### src/rtl/quad_encoder_counter.sv
// rtl/quad_encoder_counter.sv - multi-channel quadrature encoder front end with debounce and position counters
module quad_encoder_counter #(
    parameter int NUM_CH         = 2,
    parameter int CNT_WIDTH      = 24,
    parameter int TICK_DIV       = 2700,
    parameter int DEBOUNCE_TICKS = 10
) (
    input  logic                          clk_i,
    input  logic                          rst_i,
    input  logic [NUM_CH-1:0]             enc_a_i,
    input  logic [NUM_CH-1:0]             enc_b_i,
    input  logic [NUM_CH-1:0]             clear_i,
    input  logic [1:0]                    mode_i,
    input  logic                          sat_en_i,
    output logic [NUM_CH*CNT_WIDTH-1:0]   count_o,
    output logic [NUM_CH-1:0]             step_o,
    output logic [NUM_CH-1:0]             dir_o,
    output logic [NUM_CH-1:0]             err_o
);

    localparam int PW = (TICK_DIV > 1) ? $clog2(TICK_DIV) : 1;
    localparam logic [PW-1:0] PRESC_MAX = PW'(TICK_DIV - 1);
    localparam logic [7:0] DEB_LIMIT = 8'(DEBOUNCE_TICKS);
    localparam logic [CNT_WIDTH-1:0] CNT_MAX = {1'b0, {(CNT_WIDTH-1){1'b1}}};
    localparam logic [CNT_WIDTH-1:0] CNT_MIN = {1'b1, {(CNT_WIDTH-1){1'b0}}};
    localparam int NP = 2 * NUM_CH;

    // Pins are grouped as {B[NUM_CH-1:0], A[NUM_CH-1:0]} for the debounce stage
    logic [NP-1:0]            meta_q, sync_q;
    logic [PW-1:0]            presc_q, presc_d;
    logic                     tick;
    logic [NP-1:0]            deb_q, deb_d;
    logic [NP-1:0][7:0]       stab_q, stab_d;
    logic [NUM_CH-1:0]        prev_a_q, prev_b_q;
    logic [NUM_CH-1:0]        deb_a, deb_b;
    logic [NUM_CH-1:0]        mv_en, mv_up, illegal;
    logic [NUM_CH-1:0][CNT_WIDTH-1:0] cnt_q, cnt_d;
    logic [NUM_CH-1:0]        step_q, step_d, dir_q, dir_d, err_q, err_d;

    assign deb_a = deb_q[NUM_CH-1:0];
    assign deb_b = deb_q[NP-1:NUM_CH];
    assign tick  = (presc_q == PRESC_MAX);

    // Two-flop synchroniser; deliberately not reset so reset can seed the debouncer from live pins
    always_ff @(posedge clk_i) begin
        meta_q <= {enc_b_i, enc_a_i};
        sync_q <= meta_q;
    end

    // Shared prescaler producing the debounce sample tick
    always_comb begin
        presc_d = tick ? '0 : presc_q + PW'(1);
    end

    // Per-pin stability counter; a level is accepted after DEBOUNCE_TICKS differing samples
    always_comb begin
        deb_d  = deb_q;
        stab_d = stab_q;
        if (tick) begin
            for (int p = 0; p < NP; p++) begin
                if (sync_q[p] == deb_q[p]) begin
                    stab_d[p] = '0;
                end else if (stab_q[p] + 8'd1 >= DEB_LIMIT) begin
                    deb_d[p]  = sync_q[p];
                    stab_d[p] = '0;
                end else begin
                    stab_d[p] = stab_q[p] + 8'd1;
                end
            end
        end
    end

    // Decode debounced transitions into step enable and direction per channel
    always_comb begin
        mv_en   = '0;
        mv_up   = '0;
        illegal = '0;
        for (int i = 0; i < NUM_CH; i++) begin
            logic a_chg, b_chg;
            a_chg = deb_a[i] ^ prev_a_q[i];
            b_chg = deb_b[i] ^ prev_b_q[i];
            illegal[i] = a_chg & b_chg;
            case (mode_i)
                2'b00: begin
                    mv_en[i] = a_chg & ~b_chg & deb_a[i];
                    mv_up[i] = ~deb_b[i];
                end
                2'b01: begin
                    mv_en[i] = a_chg & ~b_chg;
                    mv_up[i] = deb_a[i] ^ deb_b[i];
                end
                default: begin
                    mv_en[i] = a_chg ^ b_chg;
                    mv_up[i] = a_chg ? (deb_a[i] ^ deb_b[i]) : ~(deb_a[i] ^ deb_b[i]);
                end
            endcase
        end
    end

    // Counter update with clear priority and wrap/saturate policy
    always_comb begin
        cnt_d  = cnt_q;
        step_d = '0;
        dir_d  = dir_q;
        err_d  = err_q;
        for (int i = 0; i < NUM_CH; i++) begin
            if (clear_i[i]) begin
                cnt_d[i] = '0;
                err_d[i] = 1'b0;
            end else begin
                if (illegal[i]) begin
                    err_d[i] = 1'b1;
                end
                if (mv_en[i]) begin
                    step_d[i] = 1'b1;
                    dir_d[i]  = mv_up[i];
                    if (mv_up[i]) begin
                        if (!(sat_en_i && cnt_q[i] == CNT_MAX)) begin
                            cnt_d[i] = cnt_q[i] + CNT_WIDTH'(1);
                        end
                    end else begin
                        if (!(sat_en_i && cnt_q[i] == CNT_MIN)) begin
                            cnt_d[i] = cnt_q[i] - CNT_WIDTH'(1);
                        end
                    end
                end
            end
        end
    end

    // State registers; debounced and previous levels reload from synced pins on reset
    always_ff @(posedge clk_i) begin
        if (rst_i) begin
            presc_q  <= '0;
            deb_q    <= sync_q;
            stab_q   <= '0;
            prev_a_q <= sync_q[NUM_CH-1:0];
            prev_b_q <= sync_q[NP-1:NUM_CH];
            cnt_q    <= '0;
            step_q   <= '0;
            dir_q    <= '0;
            err_q    <= '0;
        end else begin
            presc_q  <= presc_d;
            deb_q    <= deb_d;
            stab_q   <= stab_d;
            prev_a_q <= deb_a;
            prev_b_q <= deb_b;
            cnt_q    <= cnt_d;
            step_q   <= step_d;
            dir_q    <= dir_d;
            err_q    <= err_d;
        end
    end

    assign count_o = cnt_q;
    assign step_o  = step_q;
    assign dir_o   = dir_q;
    assign err_o   = err_q;

endmodule

### config.mk
export PLATFORM = sky130hd
export DESIGN_NAME = quad_encoder_counter
export DESIGN_NICKNAME = d
export VERILOG_FILES = /design/src/rtl/quad_encoder_counter.sv
export SDC_FILE = /design/constraint.sdc
export NUM_CORES = 1
export LEC_CHECK = 0
export BUFFER_PORTS_ARGS = -buffer_cell sky130_fd_sc_hd__buf_2
export CAP_MARGIN = 5
export CELL_PAD_IN_SITES_DETAIL_PLACEMENT = 1
export CELL_PAD_IN_SITES_GLOBAL_PLACEMENT = 1
export CORE_MARGIN = 2
export CORE_UTILIZATION = 37
export CTS_CLUSTER_DIAMETER = 100
export DETAILED_ROUTE_END_ITERATION = 8
export PLACE_DENSITY_LB_ADDON = 0.1
export SLEW_MARGIN = 20
export SYNTH_ARGS = -nofsm -noshare
export SYNTH_HDL_FRONTEND = slang
export SYNTH_SLANG_ARGS = --single-unit
### constraint.sdc
create_clock -name clk_i -period 3.9 [get_ports clk_i]
set_input_delay 0.78 -clock clk_i [delete_from_list [all_inputs] [get_ports clk_i]]
set_output_delay 0.78 -clock clk_i [all_outputs]
set_load 0.02 [all_outputs]
==> results.md <==
- Status: finished, final reports clean
- Hold/Removal Path Class: register to register
- Startpoint Class: register
- Largest vdd supply drop: 0.2966 mV
- Crit Path Class: register to register
- First-pass GRT wire length: 34760 um
- Die ar.: 19340 um2
- Post-synthesis sequential area ratio: 0.3441
- RSZ-0062 raised after global routing: no
- Post-DR vias/cell: 5.915
- Fin Clk Skew: 0.008803 ns
- Critical-path maximum fanout: 6
- Vias: 6589
- MaxCap Viol Count: 0
- Synth warn: 0
- Die Width: 139.1 um
- DP HPWL: 15150 um
- Post-Layout Cell Count: 1114
- Pwr Density: 463.8 nW/um2
- Later-pin clock latency in the skew report: 0.41 ns
- Crit-path slowest cell: edfxtp_1
- # IOs: 65
- Final-stage net count: 898
- Max Slew Vio Count: 0
- Vias in the first global route: 6635
- Setup WS pre-CTS: 0.04716 ns
- Fmax: 288.2 MHz
- Arrival @ worst endpoint: 3.74 ns
- Reg area: 2322 um2
- Final Hold Fails: 0
- Filler instances: 2188
- Synth top area share: 0.3263
- Setup Fix Bufs, Post-CTS: 0
- Post-Synth Adder-Cell Area: 0.02781
- H-tree depth: 4
- RD Place Congestion: 0.8709
- Root buffer cell: clkbuf_16
- Synth Flop Type: dfxtp_1
- Cts repair resizes: 0
- Port buffer count: 64
- Drt first-iter violations: 387
- Hold Buf Count CTS: 0
- Synth top area cells: dfxtp_1 33%, nor2_1 4.7%, xnor2_1 3.6%
- Placed Cells incl. Taps: 1082
- Largest family of logic cells by synthesized area: simple AND/OR/NAND/NOR gates
- Worst-path clk slew: 0.06 ns
- CTS Buffer Depth: 2
- Required time worst endpoint: 4.17 ns
- GRT Resource Usage Total: 0.2185
- Pin count of the biggest net entering global routing: 29
- DRT antenna net count: 0
- WL per Instance: 18.96 um
- Die Ht: 139.1 um
- Multi-input gate area: 4121 um2
- Area Growth Syn to Fin: 16.93%
- Critical-path cell list: or3b_1 -> a211o_1 -> xnor2_1 -> ha_1 -> or4_4 -> nor4b_2 -> nand4_1 -> or4_1 -> a21oi_1 -> nor3b_2
- LEAKAGE: 3.115 nW
- Final min period: 3.470 ns
- Number of buffers created by CTS: 17
- Core Area: 17900 um2
- Slowest Stage Delay on Critical Path: 0.49 ns
- Critical path endpoint category: register
- Syn Nets: 848
- Tot Pwr: 3.660 mW
- Clk sinks: 114
- Share of async-settable or async-resettable flops after synthesis: 0
- Synth cell types: 76
- Detailed Route WL: 21130 um
- Synth cell count leaders: 110 x dfxtp_1, 84 x nor2_1, 63 x nand2_1
- Starting density of the core: 0.3770
- Area fraction in compound gates after synthesis: 0.1515
- Yosys top cell by area: dfxtp_1
- DRT Pass-1 Iters: 5
- TNS Setup: 0 ns
- Layout cells sized above 1: 0.1638
- Slew HR: 0.3965
- Row count: 49
- Flops & latches, synth: 114
- Mapped Cells: 822
- Most common cell in the netlist: dfxtp_1
- Final Util: 0.4408
- Grt total ovfl: 0
- Worst-margin pin slew: 0.9019 ns
- Area share of xor/xnor cells in the synthesized design: 0.06359
- Residual DRC: 0
- Setup ws final: 0.4299 ns
- N_diodes: 0
- Post-Syn Area: 6749 um2
- Simple-gate share of the synthesized area: 0.3280
- Mean area per synthesized cell: 8.210 um2
- Post-synth EDFFs: 4
- Antenna violations before repair: 0
- Reg-to-reg setup timing slack: 0.43 ns
- # setup viols final: 0
- Crit share post-route: 0.8898
- CTS tree: built
- Post-synthesis mux area share: 0.03949
## layer usage
metal / up-vias / share of wire / GRT usage / wire (um)
met3: 38 / 0.035 / 0.03729 / 730
li1: 3138 / - / - / -
met4: 0 / 0.018 / 0.07071 / 382
met5: - / 0 / 0 / 0
met1: 3267 / 0.47 / 0.2816 / 9954
met2: 146 / 0.48 / 0.3728 / 10060
## sequential cells by signal, summed over array words and instances (netlist names)
signal    cells
count_o      48
stab_q       32
presc_q      12
deb_q         4
meta_q        4
sync_q        4
dir_o         2
err_o         2
prev_a_q      2
prev_b_q      2
step_o        2
## critical path: cells and delay by family (launching register included)
kind,cells,cell delay (ns)
compound gates,2,0.49
xor+xnor,1,0.14
fa+ha+maj,1,0.22
flops,1,0.49
simple gates,6,1.99
## worst paths after layout
| kind | start | end | depth (start not counted) |
|---|---|---|---|
| max | deb_q[1]$_DFFE_PP_ | count_o[46]$_SDFFE_PP0P_ | 10 |
| min | meta_q[1]$_DFF_P_ | sync_q[1]$_DFF_P_ | 0 |
| max reg2reg | deb_q[1]$_DFFE_PP_ | count_o[46]$_SDFFE_PP0P_ | 10 |
| min reg2reg | meta_q[1]$_DFF_P_ | sync_q[1]$_DFF_P_ | 0 |
## through the flow
| stage | hold WS (ns) | cell area [um2] |
|---|---|---|
| 4_1_cts | 0.3195 | 7891 |
| 6_report | 0.3241 | 7891 |
| 3_3_place_gp | 0.3143 | 7307 |
| 2_1_floorplan | 0.3096 | 6753 |
| 5_1_grt | 0.3309 | 7891 |
| 3_5_place_dp | 0.3147 | 7307 |
## placed cells by master (no fill, tap or decap), types with 14 or more instances in the layout
cell,instances
inv_1,15
clkbuf_16,18
nor2_1,84
xnor2_1,28
o21ai_0,24
or3_1,26
dfxtp_1,110
nor3_1,22
nand2_1,63
mux2i_1,21
nor4_1,28
and2_1,17
and3_1,17
or4_1,19
nand4_1,29
o21a_1,14
ha_1,14
buf_4,24
buf_2,64
nand3_1,37
xor2_1,21
a21oi_1,25
## report_power, final
group          internal, mW  switching, mW
clock                 0.992          0.564
sequential             1.22         0.0996
combinational         0.322          0.461
total                  2.54           1.12
## layout make-up
class,count,share of cell area
Tap cell,229,0.03631
Multi-Input combinational cell,635,0.5223
Sequential cell,114,0.2943
Inverter,15,0.007135
Clock buffer,23,0.06073
Timing Repair Buffer,89,0.06596
Clock inverter,9,0.01332
## cells by family (layout without fill, tap and decap cells)
group           after synthesis  after routing
fa+ha+maj                    15             15
flops                       114            114
xor+xnor                     49             49
compound gates              143            143
mux                          26             26
buf+inv                      73            136
simple gates                402            402
Note: power is estimated with default switching activity, not from simulation.
